### config.mk
export PLATFORM = sky130hd
export DESIGN_NAME = jtframe_dump_ctrl
export DESIGN_NICKNAME = d
export VERILOG_FILES = /design/src/rtl/jtframe_pkg.sv /design/src/rtl/jtframe_frame_cnt.sv /design/src/rtl/jtframe_dump_ctrl.sv
export SDC_FILE = /design/constraint.sdc
export NUM_CORES = 1
export LEC_CHECK = 0
export CELL_PAD_IN_SITES_DETAIL_PLACEMENT = 0
export CELL_PAD_IN_SITES_GLOBAL_PLACEMENT = 1
export CORE_MARGIN = 3
export CORE_UTILIZATION = 42
export CTS_CLUSTER_SIZE = 10
export DETAILED_ROUTE_END_ITERATION = 8
export PLACE_DENSITY = 0.95
export SETUP_SLACK_MARGIN = 0.15
export SYNTH_ARGS = -nofsm -noshare
export SYNTH_HDL_FRONTEND = slang
export SYNTH_SLANG_ARGS = --single-unit
### constraint.sdc
create_clock -name clk -period 5.12 [get_ports clk]
set_input_delay 0.768 -clock clk [delete_from_list [all_inputs] [get_ports clk]]
set_output_delay 0.768 -clock clk [all_outputs]
set_load 0.03 [all_outputs]
### src/rtl/jtframe_pkg.sv
// Shared definitions for the frame dump controller; sim monitors import the
// state type from here to decode the controller state.
package jtframe_pkg;

   typedef enum logic [1:0] {
      IDLE  = 2'd0,
      ARMED = 2'd1,
      DUMP  = 2'd2,
      DONE  = 2'd3
   } dump_state_e;

   localparam int FW_DEFAULT = 32;
   localparam int LW_DEFAULT = 16;

   function automatic logic state_is_busy(input dump_state_e s);
      return (s == ARMED) || (s == DUMP);
   endfunction

   function automatic logic state_is_dump(input dump_state_e s);
      return (s == DUMP);
   endfunction

endpackage

### src/rtl/jtframe_frame_cnt.sv
// Vertical-sync falling-edge detector and free-running frame counter.
// The counter is held at zero for the whole of a ROM download.
module jtframe_frame_cnt #(
   parameter int FW = 32
) (
   input  logic          clk,
   input  logic          rst_n,
   input  logic          vs,
   input  logic          downloading,
   output logic          tick,
   output logic [FW-1:0] frame_cnt
);

   logic          vs_q;
   logic [FW-1:0] cnt_q;
   logic [FW-1:0] cnt_d;

   assign tick      = vs_q & ~vs;
   assign frame_cnt = cnt_q;

   always_comb begin
      cnt_d = cnt_q;
      if (downloading) begin
         cnt_d = '0;
      end else if (tick) begin
         cnt_d = cnt_q + FW'(1);
      end
   end

   always_ff @(posedge clk) begin
      if (!rst_n) begin
         vs_q  <= 1'b0;
         cnt_q <= '0;
      end else begin
         vs_q  <= vs;
         cnt_q <= cnt_d;
      end
   end

endmodule

### src/rtl/jtframe_dump_ctrl.sv
// Frame-window dump sequencer: waits for a start frame, holds dump_on for a
// configured number of frames, and aborts cleanly when a ROM download begins.
//
// state | meaning
// IDLE  | waiting for arm; configuration writes accepted here only
// ARMED | armed, waiting for a tick at or past the start frame
// DUMP  | dump window open (dump_on high)
// DONE  | window finished; waits for arm to drop before re-arming
module jtframe_dump_ctrl
   import jtframe_pkg::*;
#(
   parameter int FW = 32,
   parameter int LW = 16
) (
   input  logic          clk,
   input  logic          rst_n,
   input  logic          vs,
   input  logic          downloading,
   input  logic          cfg_we,
   input  logic [FW-1:0] cfg_start,
   input  logic [LW-1:0] cfg_len,
   input  logic          cfg_deep,
   input  logic          arm,
   output logic [FW-1:0] frame_cnt,
   output logic          dump_on,
   output logic          dump_deep,
   output logic          dump_start,
   output logic          dump_stop,
   output logic          aborted,
   output logic          busy
);

   dump_state_e   state_q, state_d;
   logic [FW-1:0] start_q, start_d;
   logic [LW-1:0] len_q, len_d;
   logic          deep_q, deep_d;
   logic [LW-1:0] rem_q, rem_d;
   logic          aborted_q, aborted_d;

   logic dump_on_q, dump_on_d;
   logic dump_deep_q, dump_deep_d;
   logic dump_start_q, dump_start_d;
   logic dump_stop_q, dump_stop_d;
   logic busy_q, busy_d;

   logic          tick;
   logic [FW-1:0] frame_cnt_w;

   jtframe_frame_cnt #(
      .FW (FW)
   ) u_frame_cnt (
      .clk         (clk),
      .rst_n       (rst_n),
      .vs          (vs),
      .downloading (downloading),
      .tick        (tick),
      .frame_cnt   (frame_cnt_w)
   );

   always_ff @(posedge clk) begin
      if (!rst_n) begin
         state_q      <= IDLE;
         start_q      <= '0;
         len_q        <= '0;
         deep_q       <= 1'b0;
         rem_q        <= '0;
         aborted_q    <= 1'b0;
         dump_on_q    <= 1'b0;
         dump_deep_q  <= 1'b0;
         dump_start_q <= 1'b0;
         dump_stop_q  <= 1'b0;
         busy_q       <= 1'b0;
      end else begin
         state_q      <= state_d;
         start_q      <= start_d;
         len_q        <= len_d;
         deep_q       <= deep_d;
         rem_q        <= rem_d;
         aborted_q    <= aborted_d;
         dump_on_q    <= dump_on_d;
         dump_deep_q  <= dump_deep_d;
         dump_start_q <= dump_start_d;
         dump_stop_q  <= dump_stop_d;
         busy_q       <= busy_d;
      end
   end

   // Priority in ARMED/DUMP: downloading, then arm low, then the frame tick.
   always_comb begin
      state_d   = state_q;
      start_d   = start_q;
      len_d     = len_q;
      deep_d    = deep_q;
      rem_d     = rem_q;
      aborted_d = aborted_q;
      case (state_q)
         IDLE: begin
            if (cfg_we) begin
               start_d = cfg_start;
               len_d   = cfg_len;
               deep_d  = cfg_deep;
            end
            if (arm && !downloading) begin
               state_d   = ARMED;
               aborted_d = 1'b0;
            end
         end
         ARMED: begin
            if (downloading || !arm) begin
               state_d = IDLE;
            end else if (tick && (frame_cnt_w >= start_q)) begin
               state_d = DUMP;
               rem_d   = len_q;
            end
         end
         DUMP: begin
            if (downloading) begin
               state_d   = IDLE;
               aborted_d = 1'b1;
            end else if (!arm) begin
               state_d = IDLE;
            end else if (tick && (len_q != '0)) begin
               if (rem_q == LW'(1)) begin
                  state_d = DONE;
               end else begin
                  rem_d = rem_q - LW'(1);
               end
            end
         end
         DONE: begin
            if (!arm) begin
               state_d = IDLE;
            end
         end
         default: state_d = IDLE;
      endcase
   end

   always_comb begin
      dump_on_d    = state_is_dump(state_d);
      dump_deep_d  = state_is_dump(state_d) & deep_q;
      dump_start_d = state_is_dump(state_d) & ~state_is_dump(state_q);
      dump_stop_d  = state_is_dump(state_q) & ~state_is_dump(state_d);
      busy_d       = state_is_busy(state_d);
   end

   assign frame_cnt  = frame_cnt_w;
   assign dump_on    = dump_on_q;
   assign dump_deep  = dump_deep_q;
   assign dump_start = dump_start_q;
   assign dump_stop  = dump_stop_q;
   assign aborted    = aborted_q;
   assign busy       = busy_q;

endmodule

# Yosys cells after proc, flatten, opt, wreduce, memory -nomap -nowiden

Cells that the tools add are included.

Output and inout bits: 38
Register bits after elaboration: 106

Muxes and demuxes: 19
Reductions and logical operators: 15
Bitwise operators: 8
Order comparisons: 1
Add/subtract/negate cells: 2
Equality and inequality tests: 14

Operators with widths:

| kind                                                                 | count |
|---|---|
| 16-bit 2-to-1 mux                                                    | 6 |
| 32-bit by 1-bit adder with 32-bit output, second input constant      | 1 |
| 32-bit greater-or-equal comparator                                   | 1 |
| 16-bit one-hot mux with 2 select lines                               | 1 |
| 16-bit by 1-bit == test with 1-bit output, second input constant     | 1 |
| 2-bit 2-to-1 mux                                                     | 8 |
| 2-bit inequality test, second input constant                         | 8 |
| 16-bit nonzero test                                                  | 1 |
| 16-bit by 1-bit subtractor with 16-bit output, second input constant | 1 |
| 2-bit one-hot mux with 4 select lines                                | 1 |
| 7-bit AND reduction                                                  | 1 |
| 2-bit == test, second input constant                                 | 3 |
| 1-bit AND                                                            | 4 |
| 2-bit by 1-bit == test with 1-bit output, second input constant      | 2 |
| 1-bit inverter                                                       | 4 |
| 2-bit nonzero test                                                   | 2 |
| 1-bit logical AND                                                    | 3 |
| 3-bit AND reduction                                                  | 1 |
| 1-bit zero test                                                      | 2 |
| 2-bit zero test                                                      | 1 |
| 1-bit logical OR                                                     | 2 |
| 1-bit 2-to-1 mux                                                     | 2 |
| 1-bit one-hot mux with 2 select lines                                | 1 |
| 2-bit AND reduction                                                  | 1 |
| 2-bit OR reduction                                                   | 1 |

# Depth between registers and ports, before layout

Word-level depth: 10
Depth in mapped cells: 11
Mapped depth without buffers: 11

# Cells and area by module

A second synthesis with hierarchy kept.

Cell total of the unflattened synthesis: 702
Area total of the unflattened synthesis: 5605.4 µm²

By module, submodules not included:

| module            | sequential area each (µm²) | cells each | area an instance (µm²) | instances |
|---|---|---|---|---|
| jtframe_dump_ctrl | 1461.4                     | 523        | 4053.9                 | 1 |
| jtframe_frame_cnt | 660.6                      | 179        | 1551.5                 | 1 |

# Worst setup path after synthesis

OpenSTA, ideal clock, no wires.

Path kind: register to register
Start: register u_frame_cnt.cnt_q[0] (netlist: u_frame_cnt.frame_cnt[0])
End: register rem_q[9]
Library setup time: 0.131 ns
Path buffers: 2
Cell stages (with the launch flop): 12
Setup slack: 2.376 ns
Arrival: 2.613 ns
Path through: dfxtp_1 > inv_1 > ha_1 > nand2b_4 > a2111oi_4 > nor4b_1 > o311a_1 > or3_1 > buf_6 > buf_6 > a21oi_2 > o21ai_1

Cells in the longest elaborated chain, start to end: 4

Ends and longest elaborated chain:

| element                            | line                     | text |
|---|---|---|
| from (decl)                        | jtframe_frame_cnt.sv:15  | `logic [FW-1:0] cnt_q;` |
| from (signal assigned)             | jtframe_frame_cnt.sv:36  | `cnt_q <= cnt_d;` |
| 32-bit greater-or-equal comparator | jtframe_dump_ctrl.sv:111 | `end else if (tick && (frame_cnt_w >= start_q)) begin` |
| 1-bit logical AND                  | jtframe_dump_ctrl.sv:111 |  |
| 2-bit inequality test (no line)    | n/a                      |  |
| 7-bit AND reduction (no line)      | n/a                      |  |
| to (signal assigned)               | jtframe_dump_ctrl.sv:78  | `rem_q <= rem_d;` |
| to (decl)                          | jtframe_dump_ctrl.sv:37  | `logic [LW-1:0] rem_q, rem_d;` |

Every way passes these cells.
A chain may end at the register's enable or synchronous reset.

# Final worst setup path

Start: register u_frame_cnt.cnt_q[0] (netlist: u_frame_cnt.frame_cnt[0])
End: register rem_q[0]

The elaborated chain is that of the path after synthesis.

==> metrics.txt <==
CTS root buffer=clkbuf_16; Synth Warn #=0; Hold Path Sink=start_q[6]; Reg2Reg Setup Slack=roughly 1.8 ns; I/O Buffers=between 90 and 100; remaining global-route overflow=0; Hold Buf Count CTS=0; pre-CTS setup slack=between 1.5 and 2 ns; post-route cell area=just under 7000 um^2; Cell Area, Synth=around 5400 um^2; post-CTS resize count=0; Post-synth EDFFs=0; Max-Slew Margin vs Limit=10.7%; 1st-pass router iterations=5; run status=finished, final reports clean; worst min-delay path class=flip-flop to flip-flop; WHS=between 0.4 and 0.5 ns; Initial DRC Count=450; nets=between 800 and 900; die area=14400 um^2; Pleak=between 2 and 3 nW; setup tns final=0 ns; Via density=5.40; Worst Max-Slew Pin Slew=1.33 ns; top-count cell post-synth=nand2_1; Tcrit/Tclk final=between 60% and 70%; flops & latches, synth=106; Synth cell types=57; commonest cells in the netlist=nand2_1 (150), dfxtp_1 (106), a21oi_1 (75); post-route setup slack=1.84 ns; Core Rows=40; Final HPWL DP=between 10000 and 15000 um; Clock Path Buffers=2; number of global-route vias before repair=around 4900; RSZ-0062 raised after global routing=false; Peak Freq=about 300 MHz; Reg clk slew, reported paths=around 0.07 ns; drt wl/cell=about 16 um; clk_lat worst skew=around 0.36 ns; worst hold path stage count=2; Seq/Total Area, Yosys=39.0%; largest net degree at the start of global routing=62; Area contributors post-synth=dfxtp_1 (39%), nand2_1 (10%), ha_1 (8.3%); Synth top area share=between 30 and 40%; critical path endpoint category=flip-flop; via count=~5100; Synth Instances=between 600 and 700; critical path class=flip-flop to flip-flop; Critical Path RT=~5.4 ns; crit-path max FO=12; H-tree depth=3; dpl cell area=approximately 6400 um^2; GP Congestion=around 0.9; antenna-violating nets left=0; Max-cap violations=0; worst reg2reg path depth=9; Clock Skew=just under 0.01 ns; crit path from=u_frame_cnt.frame_cnt[0]; total clock sinks=106; Slew Viols, Final=0; layout cell share with drive strength beyond 1=between 4 and 5%; first-pass GRT wire length=around 24000 um; minimum clock period=3.28 ns; worst r2r src=u_frame_cnt.frame_cnt[0]; core area=12400 um^2; ys async rst share=0%; setup repair bufs after CTS=0; Worst setup SP type=flip-flop; dominant cell type by area after synthesis=dfxtp_1; final number of setup-violating endpoints=0; syn nets=roughly 790; die width=approximately 120 um; CTS tree=built; I/O pins=93; Hold Startpoint=start_q[6]; CTS Buf Count=9; Power Dens Cells=262 nW/um^2; Tot Pwr=around 1.8 mW; Total Wirelength=14600 um; ys flop type=dfxtp_1; Antenna diodes=0; DR DRC count=0; Reg-to-Reg End=rem_q[0]; Area Overhead vs Synth=24.0%; crit path DAT=between 3 and 4 ns; Mapped Avg Cell Area=7.83 um^2; initial antenna violation count=0; Initial Util=between 40% and 50%; Final Hold Fails=0; GRT Total Usage=between 20% and 30%; die height=120 um; peak supply drop=0.000183 V
[power breakdown]
group / switching [mW] / total [mW] / internal, mW / leakage [nW]
combinational: 0.0952 / 0.176 / 0.0807 / 1.56
sequential: 0.0171 / 0.866 / 0.849 / 0.863
clock: 0.307 / 0.726 / 0.419 / 0.159
[worst max-delay path, cell delays in order (launching register included)]
cell       delay, ns
dfxtp_1         0.40
inv_1           0.08
ha_1            0.29
nand2b_4        0.15
a2111oi_4       0.33
nor4b_1         0.11
o311a_1         0.34
nor3_1          1.06
o21ai_0         0.25
a21oi_1         0.19
[cells by family (layout without fill, tap and decap cells)]
family / count (synthesis) / after routing / share of synthesized area, %
flops: 106 / 106 / 39.0
fa+ha+maj: 36 / 36 / 8.27
compound gates: 151 / 151 / 17.0
simple gates: 300 / 300 / 25.1
xor+xnor: 28 / 28 / 4.50
mux: 3 / 3 / 0.597
buf+inv: 72 / 149 / 5.60
[through the flow]
step	instances	util, %
after global placement	925	52.1
after CTS	941	54.6
after detailed placement	925	52.1
final	941	54.6
after floorplan	696	-
after global routing	941	54.6
[worst max-delay path by stage]
stage | to | slack [ns]
5_1_grt | rem_q[15] | 1.62
3_3_place_gp | rem_q[13] | 1.84
2_1_floorplan | rem_q[9] | 2.38
3_5_place_dp | rem_q[7] | 1.67
4_1_cts | rem_q[0] | 1.91
6_report | rem_q[0] | 1.84
[placed cells by master (no fill, tap or decap), drive strengths merged, types with 3 or more instances in the layout]
cell	count
nor4	5
and4	7
clkdlybuf4s50	92
o31ai	4
nand3	31
clkbuf	12
nand2	150
and2	6
a21o	3
nor2	48
clkinv	3
dfxtp	106
and3	6
a31oi	3
o2111ai	4
o311ai	3
nand4	8
nand2b	6
inv	38
nor3	14
nor2b	4
buf	3
ha	36
xnor2	6
o21ai	33
or3	9
a21oi	79
o211ai	3
xor2	22
[area by class of cell]
type	count	area (um^2)
multi-input cells	518	3020
repair buffers	95	943
clock buffers	12	267
well taps	168	210
fillers	1152	5610
flip-flops and latches	106	2120
inverters	38	143
clock inverters	4	48.8
[state kept, by name, summed over array words and instances, names as in the netlist, 2 cells and up]
| register | cells |
|---|---|
| rem_q | 16 |
| u_frame_cnt.frame_cnt | 32 |
| start_q | 32 |
| len_q | 16 |
| state_q | 2 |
[layer usage]
metal | routed length (um) | vias to the layer above | part of all wire (%) | GRT usage, %
li1 | - | 2528 | - | -
met4 | 194 | 0 | 1.3 | 4.94
met3 | 871 | 18 | 6.0 | 5.47
met1 | 6410 | 2390 | 44 | 24.8
met2 | 7150 | 145 | 49 | 36.4
met5 | 0 | - | 0 | 0
No activity file was read; power rests on OpenSTA's default activity.
